`config.mk`:
```
export PLATFORM = sky130hd
export DESIGN_NAME = dct_block_arbiter
export DESIGN_NICKNAME = d
export VERILOG_FILES = /design/src/rtl/dct_block_arbiter.sv
export SDC_FILE = /design/constraint.sdc
export NUM_CORES = 1
export LEC_CHECK = 0
export CAP_MARGIN = 20
export CORE_UTILIZATION = 44
export CTS_BUF_LIST = sky130_fd_sc_hd__clkbuf_4 sky130_fd_sc_hd__clkbuf_8
export CTS_CLUSTER_SIZE = 40
export DETAILED_ROUTE_END_ITERATION = 10
export GPL_ROUTABILITY_DRIVEN = 0
export GPL_TIMING_DRIVEN = 0
export PLACE_DENSITY = 0.82
export SKIP_CTS_REPAIR_TIMING = 1
export SLEW_MARGIN = 0
export SYNTH_ARGS = -nofsm -noshare
export SYNTH_HDL_FRONTEND = slang
export SYNTH_SLANG_ARGS = --single-unit
```
`constraint.sdc`:
```
create_clock -name clk -period 3.5 [get_ports clk]
set_input_delay 0.525 -clock clk [delete_from_list [all_inputs] [get_ports clk]]
set_output_delay 0.525 -clock clk [all_outputs]
set_load 0.01 [all_outputs]
```
`src/rtl/dct_block_arbiter.sv`:
```
// dct_block_arbiter
// Shares one 2D-DCT engine among NCH component streams, one whole block of
// BLOCK_LEN samples at a time. Grants are round-robin and held for a whole
// block. Data passes through combinationally with zero latency, tagged with
// the channel id and first/last-of-block markers.
//
// Handshake: a beat moves on a channel when its valid and ready are both high
// in the same cycle. Valid never waits on ready. in_valid doubles as the
// channel's request, and out_valid/out_data follow the granted channel's
// inputs directly.
//
// Optional build macro DCT_ARB_STATS_EN adds stat_clr/stat_blocks, which hold
// saturating 16-bit completed-block counters, one per channel.
module dct_block_arbiter #(
    parameter int NCH       = 3,
    parameter int DATA_W    = 8,
    parameter int BLOCK_LEN = 64
) (
    input  logic                      clk,
    input  logic                      rst_n,
    input  logic [NCH-1:0]            in_valid,
    input  logic [NCH*DATA_W-1:0]     in_data,
    output logic [NCH-1:0]            in_ready,
    output logic                      out_valid,
    output logic [DATA_W-1:0]         out_data,
    input  logic                      out_ready,
    output logic [$clog2(NCH)-1:0]    out_ch,
    output logic                      out_first,
    output logic                      out_last,
    input  logic                      halt,
    output logic                      idle
`ifdef DCT_ARB_STATS_EN
    ,
    input  logic                      stat_clr,
    output logic [NCH*16-1:0]         stat_blocks
`endif
);

    localparam int CH_W  = $clog2(NCH);
    localparam int CNT_W = $clog2(BLOCK_LEN);
    localparam logic [CH_W-1:0]  CH_LAST  = CH_W'(NCH - 1);
    localparam logic [CH_W:0]    NCH_EXT  = (CH_W + 1)'(NCH);
    localparam logic [CNT_W-1:0] CNT_LAST = CNT_W'(BLOCK_LEN - 1);

    typedef enum logic {IDLE, BUSY} state_t;

    state_t           state;
    logic [CH_W-1:0]  grant;
    logic [CH_W-1:0]  ptr;
    logic [CNT_W-1:0] cnt;

    logic             busy;
    logic             xfer;
    logic             cnt_at_last;
    logic             eob;
    logic             any_req;
    logic [CH_W-1:0]  nxt_ptr;
    logic [CH_W-1:0]  pick_start;
    logic [2*NCH-1:0] req_dbl;
    logic [CH_W-1:0]  pick_offs;
    logic [CH_W:0]    pick_sum;
    logic [CH_W-1:0]  pick;

    // Round-robin pick: rotate the requests so pick_start sits at bit 0, take
    // the lowest set bit, then rotate the index back with an explicit mod-NCH.
    // In BUSY the pick is only used at end of block, where the search starts
    // just past the finishing channel.
    always_comb begin
        nxt_ptr    = (grant == CH_LAST) ? '0 : grant + 1'b1;
        pick_start = (state == BUSY) ? nxt_ptr : ptr;
        req_dbl    = {in_valid, in_valid} >> pick_start;
        pick_offs  = '0;
        for (int k = NCH - 1; k >= 0; k--) begin
            if (req_dbl[k]) pick_offs = CH_W'(k);
        end
        pick_sum = {1'b0, pick_start} + {1'b0, pick_offs};
        pick     = (pick_sum >= NCH_EXT) ? CH_W'(pick_sum - NCH_EXT) : pick_sum[CH_W-1:0];
        any_req  = |in_valid;
    end

    // Zero-latency pass-through of the granted channel, plus beat tagging.
    always_comb begin
        busy        = (state == BUSY);
        out_valid   = busy & in_valid[grant];
        xfer        = out_valid & out_ready;
        cnt_at_last = (cnt == CNT_LAST);
        eob         = xfer & cnt_at_last;
        out_first   = out_valid & (cnt == '0);
        out_last    = out_valid & cnt_at_last;
        out_ch      = busy ? grant : '0;
        idle        = ~busy;
        out_data    = '0;
        in_ready    = '0;
        for (int i = 0; i < NCH; i++) begin
            if (busy && (grant == CH_W'(i))) begin
                out_data    = in_data[i*DATA_W +: DATA_W];
                in_ready[i] = out_ready;
            end
        end
    end

    // Grant FSM: one-cycle grant from IDLE, block-locked grant in BUSY, and a
    // back-to-back regrant at end of block unless halt is high.
    always_ff @(posedge clk or negedge rst_n) begin
        if (!rst_n) begin
            state <= IDLE;
            grant <= '0;
            ptr   <= '0;
            cnt   <= '0;
        end else begin
            case (state)
                IDLE: begin
                    if (!halt && any_req) begin
                        grant <= pick;
                        cnt   <= '0;
                        state <= BUSY;
                    end
                end
                BUSY: begin
                    if (xfer) begin
                        if (cnt_at_last) begin
                            ptr <= nxt_ptr;
                            cnt <= '0;
                            if (!halt && any_req) grant <= pick;
                            else                  state <= IDLE;
                        end else begin
                            cnt <= cnt + 1'b1;
                        end
                    end
                end
                default: state <= IDLE;
            endcase
        end
    end

`ifdef DCT_ARB_STATS_EN
    logic [15:0] blk_cnt [NCH];

    // Per-channel completed-block counters; clear beats a same-cycle increment.
    always_ff @(posedge clk or negedge rst_n) begin
        if (!rst_n) begin
            for (int i = 0; i < NCH; i++) blk_cnt[i] <= '0;
        end else if (stat_clr) begin
            for (int i = 0; i < NCH; i++) blk_cnt[i] <= '0;
        end else begin
            for (int i = 0; i < NCH; i++) begin
                if (eob && (grant == CH_W'(i)) && (blk_cnt[i] != 16'hFFFF))
                    blk_cnt[i] <= blk_cnt[i] + 16'd1;
            end
        end
    end

    // Flatten the counters, channel i in bits [i*16 +: 16].
    always_comb begin
        stat_blocks = '0;
        for (int i = 0; i < NCH; i++) stat_blocks[i*16 +: 16] = blk_cnt[i];
    end
`endif

endmodule

```
==> impl_results.rst <==
.. list-table::
   :header-rows: 1

   * - Metric
     - Value
   * - Status
     - finished, final reports clean
   * - Vias in the first global route
     - around 1300
   * - Final critical-path share of the clock period
     - 0.904
   * - Synthesized area per cell
     - a little under 8 sq um
   * - Total routed wirelength
     - 3110 microns
   * - Most instantiated library cell after synthesis
     - nor2_1
   * - Sequential cell area
     - roughly 280 sq um
   * - Detailed-router iteration count before antenna repair
     - 4
   * - Buffer and inverter count on the worst path
     - 3
   * - R2R setup slack
     - between 0.3 and 0.4 ns
   * - Initial DRC Count
     - 42
   * - Footprint of the multi-input gates
     - between 700 and 800 sq um
   * - Slew Limit Headroom
     - 0.670
   * - Depth of the critical timing path with buffers and inverters included
     - 14
   * - Required time of the critical path
     - between 3 and 4 ns
   * - Post-CTS clock slew at the launch and capture registers of the worst setup and hold paths
     - about 0.07 ns
   * - Core area
     - roughly 2500 sq um
   * - Synth async-reset ratio
     - 1.00
   * - Post-synthesis cell area
     - 1150 sq um
   * - End of the critical path
     - grant[1]
   * - HPWL after detailed placement
     - approximately 2500 microns
   * - Final Hold Slack
     - 0.510 ns
   * - Seq/Total Area, Yosys
     - 0.240
   * - Arrival time of data at the critical path endpoint
     - 3.32 ns
   * - Worst Max-Slew Pin Slew
     - slightly below 0.5 ns
   * - Clock tree buffer depth
     - 2
   * - Compound-gate portion of the synthesized area
     - 0.222
   * - Clock tree from TritonCTS
     - done
   * - Net Count, Synth
     - about 180
   * - Fin crit period
     - 3.16 ns
   * - Clock latency at the later pin of the worst-skew pair
     - ~0.28 ns
   * - Number of violations of the max-capacitance limit
     - 0
   * - Count of pins on the block boundary
     - 48
   * - Number of warnings issued by yosys
     - 0
   * - Share of synthesized cell area in and, or, nand and nor gates
     - 0.280
   * - Unique cell type count in the Yosys netlist
     - a little over 40
   * - Total number of placement rows
     - 18
   * - EDFF count, synth
     - 0
   * - Global-route wire length before repair
     - approximately 5400 microns
   * - Leakage power
     - 0.697 nW
   * - Area share of fa/ha/maj cells after synthesis
     - 0.0611
   * - Slowest stage cell, crit path
     - fa_1
   * - Ranking of synthesized cells by instance count
     - nor2_1 (21), a21oi_1 (11), dfrtp_1 (11), mux2i_1 (9), inv_1 (8)
   * - Kind of cell with the highest combined delay on the critical path
     - adder cells
   * - Unrepaired setup endpoints after global routing
     - false
   * - Overflow left after global routing
     - 0
   * - Worst Reg2Reg Path Length in Cells
     - 14
   * - Synth-to-Final Area Change
     - 46.9%
   * - NumNets Final
     - 233
   * - Die outline area
     - about 2800 sq um
   * - Worst reg2reg endpoint
     - grant[1]
   * - Power density normalized to cell area
     - ~780 nW/um^2
   * - Overall Global Routing Usage
     - 0.261
   * - Startpoint Class
     - flop
   * - Count of vias placed by the detailed router
     - around 1300
   * - I/O Buffers
     - 47
   * - Routed wire length per instance
     - 13.8 microns
   * - Number of endpoints with negative hold slack in the final report
     - 0
   * - Final setup fails
     - 0
   * - Antenna-violating nets left
     - 0
   * - Crit path largest cell delay
     - about 0.46 ns
   * - Vias per cell
     - between 5 and 6
   * - Maximum resistive drop on vdd
     - roughly 0.5 mV
   * - Antenna fix cells
     - 0
   * - Highest achievable clock rate
     - ~0.32 GHz
   * - Die Span Y
     - 53.1 microns
   * - Maximum fanout encountered on the critical timing path
     - 9
   * - Number of clock buffers inserted by TritonCTS
     - 3
   * - H-tree level count
     - 1
   * - Most used DFF post-synth
     - dfrtp_1
   * - Starting density of the core
     - 0.463
   * - Antenna violations before repair
     - 0
   * - Beginning of the critical path
     - grant[1]
   * - Layout cells sized above 1
     - 0.0816
   * - Sinks on Clock Net
     - 11
   * - WS Path Type
     - flop to flop
   * - Library cell occupying the most area in the post-synthesis netlist
     - dfrtp_1
   * - Area share of xor/xnor cells in the synthesized design
     - 0
   * - Category of the worst setup path capture point
     - flop
   * - Filler cells
     - 214
   * - Combinational family with the most area after synthesis
     - simple AND/OR/NAND/NOR gates
   * - Slew Viols, Final
     - 0
   * - Root buffer selected by CTS
     - clkbuf_4
   * - TNS Setup
     - 0 ns
   * - Die extent in x
     - about 53 microns
   * - Number of standard cells after synthesis
     - around 150
   * - FF-to-FF Start
     - grant[1]
   * - Hold Path Class
     - flop to flop
   * - Synthesis-stage register bit count
     - 11
   * - Worst Clk Skew
     - roughly 0.0056 ns
   * - Maximum number of pins on one net before global-route repair
     - 12
   * - Remaining design rule violation count
     - 0
   * - Cell-by-cell listing of the critical path
     - buf_6, or3b_4, a211o_1, and2_4, a31o_1, ha_1, inv_1, fa_1, inv_1, ha_1, nor2b_1, a21oi_1, a21oi_1, mux2_1
   * - Area contributors post-synth
     - dfrtp_1 (24%), mux2i_1 (7.9%), nor2_1 (6.9%)
   * - Area share of the leading cell type in the synthesized netlist
     - 0.240
   * - Share of cell area taken by muxes after synthesis
     - 0.118
==> cells in the final DEF, fill, tap and decap left out, types with 2 or more instances in the layout <==
cell / instances
nand3_1: 6
nor4_1: 2
nand2_1: 4
mux2i_1: 9
o21ai_0: 2
nor2_1: 21
o211ai_1: 5
nand2b_1: 2
a31oi_1: 5
nor4b_1: 3
buf_4: 2
o311ai_1: 2
clkbuf_4: 4
dfrtp_1: 11
ha_1: 4
and2_1: 5
clkbuf_1: 5
mux2_1: 4
and3_1: 4
inv_1: 8
a21oi_1: 11
nor2b_1: 4
o21ai_1: 2
nor3_1: 4
buf_2: 3
clkdlybuf4s50_1: 47
==> cell type report <==
type | count | area share
buffer | 11 | 0.0356
clock buffer | 4 | 0.0178
inverter | 8 | 0.0178
multi-input combinational | 115 | 0.464
sequential | 11 | 0.163
tap | 30 | 0.0223
timing repair buffer | 47 | 0.279
==> metal layers <==
metal  wire (microns)  global-route usage  vias to the layer above
li1                 -                   -                      628
met1             1360               0.304                      594
met2             1500               0.466                       57
met3              211              0.0718                        7
met4               40              0.0614                        0
met5                0                   0                        -
==> worst min path at each step <==
stage | start | endpoint | slack (ns) | depth (start not counted)
finish | ptr[0] | ptr[0] | 0.51 | 1
global route | ptr[0] | ptr[0] | 0.54 | 1
CTS | ptr[0] | ptr[0] | 0.51 | 1
detailed placement | ptr[0] | ptr[0] | 0.49 | 1
global placement | ptr[1] | ptr[1] | 0.47 | 1
floorplan | rst_n | busy | 0.23 | 0
==> logic make-up after synthesis <==
kind of cell	Yosys count
DFF	11
muxes	13
and+or+nand+nor	60
AOI/OAI and AO/OA	37
buffers and inverters	19
adders and majority gates	5
==> sequential cells by signal, indices dropped and copies added (netlist names) <==
register / flops
ptr: 2
cnt: 6
grant: 2
busy: 1
==> per-stage QoR <==
stage          area (sq um)  std cells   util  power [mW]  setup WS, ns
6_report               1690        226  0.680        1.31         0.335
5_1_grt                1690        226  0.680        1.43         0.135
4_1_cts                1690        226  0.680        1.31         0.331
3_5_place_dp           1660        222  0.668        1.21         0.232
3_3_place_gp           1660        222  0.668        1.17         0.352
2_1_floorplan          1150        145      -       0.873         0.512
==> where the power goes <==
group | total (mW) | switching (mW) | internal [mW]
logic | 0.992 | 0.498 | 0.494
clock network | 0.0977 | 0.0456 | 0.0521
registers | 0.221 | 0.0406 | 0.180
(Power assumes the default switching activity.)
